File: src/rtl/decision_scorer.sv
// decision_scorer: activity-score branching heuristic. Scans LANES variables per
// cycle and picks the unassigned variable with the highest score. Ties go to the
// lowest index.
// Optional feature: define DECISION_SCORER_PHASE_SAVING_EN to store a per-variable
// saved polarity, which is reported on next_phase.
module decision_scorer #(
  parameter int unsigned NUM_VARS = 16,
  parameter int unsigned SCORE_W  = 8,
  parameter int unsigned LANES    = 4,
  localparam int unsigned VW      = $clog2(NUM_VARS + 1)
) (
  input  logic              clk,
  input  logic              rst,
  input  logic [NUM_VARS:1] assigned,
  input  logic              bump_valid,
  input  logic [VW-1:0]     bump_var,
  input  logic              decay,
  input  logic              req,
  output logic              busy,
  output logic              done,
  output logic              valid,
  output logic [VW-1:0]     next_var,
  output logic              next_phase,
  input  logic              phase_valid,
  input  logic [VW-1:0]     phase_var,
  input  logic              phase_val
);

  // The cursor must be able to hold the first index past the last lane group.
  localparam int unsigned CW = $clog2(NUM_VARS + LANES + 1);
  localparam logic [SCORE_W-1:0] SMAX = {SCORE_W{1'b1}};

  typedef enum logic [1:0] {S_IDLE, S_SCAN, S_DONE} state_t;

  state_t               r_state;
  logic [SCORE_W-1:0]   r_score [1:NUM_VARS];
  logic [SCORE_W-1:0]   w_score_nxt [1:NUM_VARS];
  logic [CW-1:0]        r_cursor;

  // Running best over the groups that have already been merged.
  logic                 r_best_vld;
  logic [VW-1:0]        r_best_idx;
  logic [SCORE_W-1:0]   r_best_score;

  // Winner of the most recently examined group. It is merged on the following cycle.
  logic                 r_grp_vld;
  logic [VW-1:0]        r_grp_idx;
  logic [SCORE_W-1:0]   r_grp_score;

  logic                 w_lane_vld;
  logic [VW-1:0]        w_lane_idx;
  logic [SCORE_W-1:0]   w_lane_score;

  logic                 w_mrg_vld;
  logic [VW-1:0]        w_mrg_idx;
  logic [SCORE_W-1:0]   w_mrg_score;
  logic                 w_mrg_phase;

  // Next score per variable: optional halving, then a saturating bump.
  always_comb begin
    for (int v = 1; v <= int'(NUM_VARS); v++) begin
      w_score_nxt[v] = decay ? (r_score[v] >> 1) : r_score[v];
      if (bump_valid && (bump_var == VW'(v)) && (w_score_nxt[v] != SMAX)) begin
        w_score_nxt[v] = w_score_nxt[v] + SCORE_W'(1);
      end
    end
  end

  // Score bank. Bumps and decays are accepted in every FSM state.
  always_ff @(posedge clk or posedge rst) begin
    if (rst) begin
      for (int v = 1; v <= int'(NUM_VARS); v++) r_score[v] <= '0;
    end else begin
      for (int v = 1; v <= int'(NUM_VARS); v++) r_score[v] <= w_score_nxt[v];
    end
  end

  // Best free variable inside the current lane window. Ascending order with a strict > keeps the lowest index on ties.
  always_comb begin
    w_lane_vld   = 1'b0;
    w_lane_idx   = '0;
    w_lane_score = '0;
    for (int v = 1; v <= int'(NUM_VARS); v++) begin
      if ((v >= int'(r_cursor)) && (v < int'(r_cursor) + int'(LANES)) && !assigned[v] &&
          (!w_lane_vld || (r_score[v] > w_lane_score))) begin
        w_lane_vld   = 1'b1;
        w_lane_idx   = VW'(v);
        w_lane_score = r_score[v];
      end
    end
  end

  // Merge the group winner into the running best. The group always has higher indices, so it only wins on a strictly higher score.
  always_comb begin
    w_mrg_vld   = r_best_vld;
    w_mrg_idx   = r_best_idx;
    w_mrg_score = r_best_score;
    if (r_grp_vld && (!r_best_vld || (r_grp_score > r_best_score))) begin
      w_mrg_vld   = 1'b1;
      w_mrg_idx   = r_grp_idx;
      w_mrg_score = r_grp_score;
    end
  end

`ifdef DECISION_SCORER_PHASE_SAVING_EN
  logic r_phase [1:NUM_VARS];

  // Saved polarity per variable. Index 0 and out-of-range indices never match.
  always_ff @(posedge clk or posedge rst) begin
    if (rst) begin
      for (int v = 1; v <= int'(NUM_VARS); v++) r_phase[v] <= 1'b0;
    end else begin
      for (int v = 1; v <= int'(NUM_VARS); v++) begin
        if (phase_valid && (phase_var == VW'(v))) r_phase[v] <= phase_val;
      end
    end
  end

  // Saved polarity of the variable that is about to be reported.
  always_comb begin
    w_mrg_phase = 1'b0;
    for (int v = 1; v <= int'(NUM_VARS); v++) begin
      if (w_mrg_vld && (w_mrg_idx == VW'(v))) w_mrg_phase = r_phase[v];
    end
  end
`else
  logic w_unused;
  assign w_unused    = ^{phase_valid, phase_var, phase_val, w_mrg_score};
  assign w_mrg_phase = 1'b0;
`endif

  // Scan FSM with registered outputs. The final SCAN cycle drains the last group winner into the result.
  always_ff @(posedge clk or posedge rst) begin
    if (rst) begin
      r_state      <= S_IDLE;
      r_cursor     <= '0;
      r_best_vld   <= 1'b0;
      r_best_idx   <= '0;
      r_best_score <= '0;
      r_grp_vld    <= 1'b0;
      r_grp_idx    <= '0;
      r_grp_score  <= '0;
      busy         <= 1'b0;
      done         <= 1'b0;
      valid        <= 1'b0;
      next_var     <= '0;
      next_phase   <= 1'b0;
    end else begin
      done <= 1'b0;
      case (r_state)
        S_IDLE: begin
          if (req) begin
            r_state      <= S_SCAN;
            busy         <= 1'b1;
            r_cursor     <= CW'(1);
            r_best_vld   <= 1'b0;
            r_best_idx   <= '0;
            r_best_score <= '0;
            r_grp_vld    <= 1'b0;
            r_grp_idx    <= '0;
            r_grp_score  <= '0;
          end
        end
        S_SCAN: begin
          if (int'(r_cursor) <= int'(NUM_VARS)) begin
            r_best_vld   <= w_mrg_vld;
            r_best_idx   <= w_mrg_idx;
            r_best_score <= w_mrg_score;
            r_grp_vld    <= w_lane_vld;
            r_grp_idx    <= w_lane_idx;
            r_grp_score  <= w_lane_score;
            r_cursor     <= r_cursor + CW'(LANES);
          end else begin
            r_state    <= S_DONE;
            done       <= 1'b1;
            valid      <= w_mrg_vld;
            next_var   <= w_mrg_vld ? w_mrg_idx : '0;
            next_phase <= w_mrg_phase;
          end
        end
        S_DONE: begin
          r_state <= S_IDLE;
          busy    <= 1'b0;
        end
        default: begin
          r_state <= S_IDLE;
          busy    <= 1'b0;
        end
      endcase
    end
  end

endmodule

File: config.mk
export PLATFORM = sky130hd
export DESIGN_NAME = decision_scorer
export DESIGN_NICKNAME = d
export VERILOG_FILES = /design/src/rtl/decision_scorer.sv
export SDC_FILE = /design/constraint.sdc
export NUM_CORES = 1
export LEC_CHECK = 0
export CORE_MARGIN = 2
export CORE_UTILIZATION = 40
export DETAILED_ROUTE_END_ITERATION = 10
export PLACE_DENSITY = 0.56
export SLEW_MARGIN = 5
export SYNTH_ARGS = -nofsm -noshare
export SYNTH_HDL_FRONTEND = slang
export SYNTH_SLANG_ARGS = --single-unit
export TNS_END_PERCENT = 100
File: constraint.sdc
create_clock -name clk -period 31.2 [get_ports clk]
set_input_delay 6.24 -clock clk [delete_from_list [all_inputs] [get_ports clk]]
set_output_delay 6.24 -clock clk [all_outputs]
set_load 0.05 [all_outputs]
### Yosys cells after proc, flatten, opt, wreduce, memory -nomap -nowiden

Cells that the tools add are included.

| word-level totals | value |
|---|---|
| memory bits (writable) | 0 |
| register bits | 171 |
| bits in latches | 0 |
| input port bits | 33 |
| bits in read-only memories | 0 |
| logic and storage cells | 378 |
| memories kept | 0 |
| output and inout port bits | 9 |

| operators by class | value |
|---|---|
| multiplexer cells | 109 |
| reductions and logical operators | 135 |
| $mul | 0 |
| equality and inequality tests | 37 |
| bitwise logic cells | 2 |
| $lt $le $gt $ge | 49 |
| div/mod/pow operators | 0 |
| shift operators | 0 |
| add/subtract/negate cells | 18 |

Operators by type and width:

| kind | count |
|---|---|
| $mux 8 | 52 |
| $lt 5x32->1 const A | 8 |
| $add 8x1->8 const B | 16 |
| $gt 8x8->1 | 16 |
| $lt 4x32->1 const A | 4 |
| $ne 8x8->1 const B | 16 |
| $mux 5 | 22 |
| $logic_and 1x1->1 | 80 |
| $lt 3x32->1 const A | 2 |
| $eq 5x4->1 const B | 8 |
| $ge 4x5->1 const A | 8 |
| $logic_not 1->1 | 32 |
| $lt 2x32->1 const A | 1 |
| $pmux 8 s2 | 2 |
| $pmux 5 s2 | 3 |
| $mux 1 | 24 |
| $eq 5x3->1 const B | 4 |
| $ge 3x5->1 const A | 4 |
| $logic_or 1x1->1 | 16 |
| $eq 5x2->1 const B | 2 |
| $ge 2x5->1 const A | 2 |
| $ne 2x2->1 const B | 4 |
| $add 5x3->6 const B | 1 |
| $lt 5x6->1 const A | 1 |
| other kinds (16) | 22 |

### Longest topological paths before layout

| logic depth | value |
|---|---|
| depth in word-level cells | 67 |
| mapped depth | 164 |
| gate-level depth less buffers | 151 |

### Worst setup path after synthesis

No wires, ideal clock.

| timing | value |
|---|---|
| path type | input -> register |
| from | in assigned[1] (netlist bit) |
| to | reg r_grp_score[1] |
| setup slack | -2.528 ns |
| library setup time | 0.120 ns |
| stages | 157 |
| data arrival time | 33.608 ns |
| buffers on the path | 15 |
| required time | 31.080 ns |
| path through | clkbuf_1 > nor2_1 > nand2_1 > ha_1 > nand4_1 > o21ai_1 > a2111oi_0 > nor2_1 > clkbuf_1 > o21ai_0 > inv_1 > ha_1 > nand3_1 > nand2_1 > a221oi_1 > a21bo_2 > buf_1 > mux2_2 > [... 121 more ...] > o21ai_0 > o21ai_0 > a211oi_1 > clkbuf_1 > nor2_1 > a31oi_1 > ha_1 > a21o_1 > a21o_1 > a21oi_1 > o21ai_0 > nand2_1 > nand2_1 > nand2_1 > clkbuf_1 > mux2i_1 > o21ai_0 > a31o_1 |

| between the ends | value |
|---|---|
| word-level cells in the longest chain between the ends | 65 |
| elaborated cells on any way between the ends | 95 |
| classes of those cells | order compare (15); mux (33); reduce/logical (47) |

RTL lines:

| element | RTL line | text |
|---|---|---|
| start, declared | 14 | `input logic [NUM_VARS:1] assigned,` |
| $logic_not 1->1 * | 84 | `if ((v >= int'(r_cursor)) && (v < int'(r_cursor) + int'(LANES)) && !assigned[v] &&` |
| $logic_and 1x1->1 * | 84 |  |
| $mux 8 or $mux 1 (tied branches) | 84 |  |
| $gt 8x8->1 or $logic_not 1->1 (tied branches) | 85 | `(!w_lane_vld \|\| (r_score[v] > w_lane_score))) begin` |
| $logic_or 1x1->1 | 85 |  |
| $logic_and 1x1->1 | 84 |  |
| $mux 8 or $mux 1 (tied branches) | 84 |  |
| $gt 8x8->1 or $logic_not 1->1 (tied branches) | 85 |  |
| [... 49 more ...] | -- |  |
| $logic_and 1x1->1 | 84 |  |
| $mux 8 or $mux 1 (tied branches) | 84 |  |
| $gt 8x8->1 or $logic_not 1->1 (tied branches) | 85 |  |
| $logic_or 1x1->1 | 85 |  |
| $logic_and 1x1->1 | 84 |  |
| $mux 8 * | 84 |  |
| $mux 8 * | 165 | `if (int'(r_cursor) <= int'(NUM_VARS)) begin` |
| $pmux 8 s2 * | 150 | `case (r_state)` |
| end signal, assigned | 171 | `r_grp_score <= w_lane_score;` |
| end, declared | 48 | `logic [SCORE_W-1:0] r_grp_score;` |

Mark *: on every way between the ends. The rest lies on a longest branch, timed or not. The select of a mux whose other input is x is not followed.
A chain may end at the register's enable or synchronous reset.

### Final worst setup path

| timing | value |
|---|---|
| from | in assigned[1] (netlist bit) |
| to | reg r_grp_score[5] |

The elaborated chain is that of the path after synthesis.

==> results.tsv <==
stage	metric	value	unit
setup_path	Crit. Startpoint	assigned[1]	
yosys	post-synthesis net count	2080	
setup_path	Worst Path Arrival	32380	ps
clock_network	hold_buf cts	0	
pwr	Pleak	0.00904	uW
setup_path	reg2reg start	r_cursor[3]	
pwr	VDD IR max	0.0000516	V
setup_path	CP dominant cell by count	buf_4	
yosys	Top FF cell, synth	dfrtp_1	
sta	period utilization	1.03	
min_path	Hold WC Path Type	flop to flop	
placement	Port Buffers	33	
clock_network	Clk Latency, worst-skew pair	470	ps
yosys	syn avg cell area	8.17	um^2
yosys	Cell variety after synth	80	
final_layout	commonest non-fill, non-tap cell in the layout	buf_4	
grt	GR Layer Usage met1	0.295	
final_layout	Area growth, synth to finish	31.7	%
setup_path	startpoint types	primary input	
yosys	largest family of logic cells by synthesized area	simple AND/OR/NAND/NOR gates	
setup_path	R2R Path End	r_grp_score[5]	
sta	Final Max Tran Viols	0	
yosys	ys async rst share	1.00	
sta	Max-slew headroom	0.370	
sta	endpoints failing setup	13	
outcome	failing checks	setup timing	
yosys	Mapped Cells	1904	
yosys	top cell type's share of synthesized area	0.273	
yosys	synth top area cells	dfrtp_1 (27%), ha_1 (12%), mux2i_1 (6.0%)	
grt	gr usage total	0.228	
yosys	Yosys reg bits	170	
floorplan	Boundary Pins	42	
floorplan	row cnt	72	
grt	initial antenna violation count	0	
sta	Worst Clk Skew	10.9	ps
outcome	outcome	complete, but fails checks	
final_layout	design area	20500	um^2
floorplan	Die ar.	40500	um^2
setup_path	Max FO, Critical Path	8	
sta	min Tclk post-route	32010	ps
run	max_cap viols	0	
final_layout	Inserted Diodes	0	
drt	WL final	46.3	mm
drt	via count	15200	
setup_path	CP endpoint	r_grp_score[5]	
grt	largest net degree at the start of global routing	114	
yosys	Syn Std Cell Area	15600	um^2
drt	DR vias/cell	5.54	
placement	placed inst area	18100	um^2
setup_path	CP endpoint kind	flop	
final_layout	fin nets	2380	
yosys	Ys Warns	0	
sta	Final WS setup	-814	ps
yosys	post-synthesis xor/xnor area fraction	0.0512	
yosys	post-synthesis compound-gate area fraction	0.187	
setup_path	worst r2r path cells	162	
yosys	largest area contributor in the netlist	dfrtp_1	
grt	vias in the first global route	14900	
clock_network	CTS max path bufs	2	
clock_network	Sink Count	170	
clock_network	Clk Tree Root Cell	clkbuf_16	
drt	First DRT Iteration DRCs	716	
placement	Post-DP HPWL	33.3	mm
clock_network	TritonCTS clock tree	done	
final_layout	share of post-route cells with drive strength above 1	0.272	
floorplan	Die X-Extent	201	um
setup_path	worst endpoint required time	31560	ps
min_path	start point of the worst hold path	r_state[1]	
placement	pre-CTS WS	-2930	ps
grt	GR Overflow Total	0	
setup_path	Max stage delay cell, worst path	or3_4	
clock_network	clock slew at reported path FFs	80	ps
grt	met2 Track Usage GR	0.390	
yosys	EDFF count, synth	0	
floorplan	Core ar.	38600	um^2
final_layout	commonest non-fill, non-tap cells in the layout	buf_4 (308), nand2_1 (231), dfrtp_1 (170)	
clock_network	H-tree level count	4	
grt	GRT met3 Usage	0.0347	
floorplan	Initial Util	0.403	
final_layout	Fill cells	3594	
sta	RSZ-0062 raised after global routing	yes	
floorplan	die height	201	um
yosys	Synth Area in Simple Gates	0.209	
grt	first-pass GRT wire length	75.6	mm
sta	fmax	0.0312	GHz
grt	grt peak-use layer	met2	
drt	DR WL/cell	16.9	um
placement	gpl congestion	0.882	
setup_path	reg2reg setup slack	3390	ps
sta	Fin. Hold Viols	0	
drt	final antenna-violating net count	0	
yosys	Seq/Total Area, Yosys	0.273	
setup_path	Worst Setup Path Type	primary input to flop	
setup_path	Largest stage delay, worst path	380	ps
yosys	adder-cell area share of the yosys netlist	0.116	
clock_network	total CTS buffers	17	
drt	Residual DRC	0	
drt	DRT Pass-1 Iters	6	
sta	Worst Tran Pin Value	932	ps
sta	setup_tns	-9190	ps
yosys	mux share of post-synthesis cell area	0.109	
pwr	Pwr per Cell Area	116	nW/um^2
==> cells by family after synthesis <==
| kind of cell | after synthesis |
|---|---|
| simple gates | 663 |
| mux | 161 |
| buf+inv | 218 |
| fa+ha+maj | 144 |
| xor+xnor | 91 |
| other cells | 1 |
| compound gates | 456 |
| flops | 170 |
==> where the power goes <==
part / total (uW) / switching (uW) / leakage [uW] / internal (uW)
Sequential: 302 / 46.6 / 0.00224 / 255
Combinational: 1840 / 892 / 0.00649 / 947
Clock: 239 / 114 / 0.000315 / 125
Total: 2380 / 1050 / 0.00904 / 1330
==> per-stage QoR <==
| stage | cells | total power (uW) | utilization | hold slack (ps) |
|---|---|---|---|---|
| after floorplan | 1904 | 1170 | - | 459 |
| after global placement | 2600 | 1740 | 0.469 | 463 |
| after detailed placement | 2600 | 1770 | 0.469 | 473 |
| after CTS | 2713 | 2240 | 0.518 | 487 |
| after global routing | 2735 | 2560 | 0.531 | 526 |
| final | 2735 | 2380 | 0.531 | 487 |
==> per-layer routing <==
| layer | share of wire | up-vias |
|---|---|---|
| met3 | 0.030 | 70 |
| met5 | 0 | - |
| li1 | - | 7429 |
| met4 | 0.029 | 0 |
| met2 | 0.49 | 245 |
| met1 | 0.45 | 7407 |
==> cell usage after synthesis (all sizes together) (8+ instances only) <==
library cell and count:
o31ai 10, a311oi 10, dfrtp 170, nor2b 36
a31oi 29, nand3 71, o21a 15, and2 15
nand4 33, nand2 239, ha 143, or3 11
buf 19, a21o 39, o22ai 13, mux2 68
nor3b 15, xor2 40, a21oi 121, nor4 12
nand2b 31, o21ai 125, inv 137, and3 26
xnor2 51, mux2i 93, o31a 10, a21boi 8
a211oi 24, nor3 40, nor2 105, clkbuf 61
==> timing repair <==
action | in CTS | in global routing
endpoints found under the setup margin | 13 | 13
gates resized for setup | 144 | 75
gates cloned | 4 | 0
pin swaps | 69 | 78
setup buffers | 77 | 25
==> how the worst min path moves through the flow <==
| stage | end | slack, ps | depth (start not counted) |
|---|---|---|---|
| after floorplan | busy | 460 | 1 |
| after global placement | valid | 460 | 2 |
| after detailed placement | valid | 470 | 2 |
| after CTS | busy | 490 | 1 |
| after global routing | valid | 530 | 2 |
| final | busy | 490 | 1 |
==> critical path, delay by kind of cell <==
family / cells / cell delay [ps]
AOI/OAI and AO/OA: 56 / 8940
and+or+nand+nor: 44 / 6280
buffers and inverters: 36 / 4700
adders and majority gates: 14 / 3540
muxes: 10 / 2630
==> state kept, by name (all words and copies together), names as in the netlist <==
register      count
r_best_idx        5
r_grp_idx         5
r_score         128
r_state           2
r_grp_score       8
done              1
r_best_score      8
r_cursor          4
next_var          5
valid             1
r_grp_vld         1
r_best_vld        1
busy              1
==> final cells by class <==
type	count	area, um^2	area share
well taps	518	648	0.0316
multi-input cells	1519	11600	0.564
clock inverters	15	226	0.0111
flip-flops and latches	170	4250	0.208
repair buffers	358	2860	0.140
clock buffers	17	425	0.0208
inverters	138	523	0.0255
No activity file was read; power rests on OpenSTA's default activity.
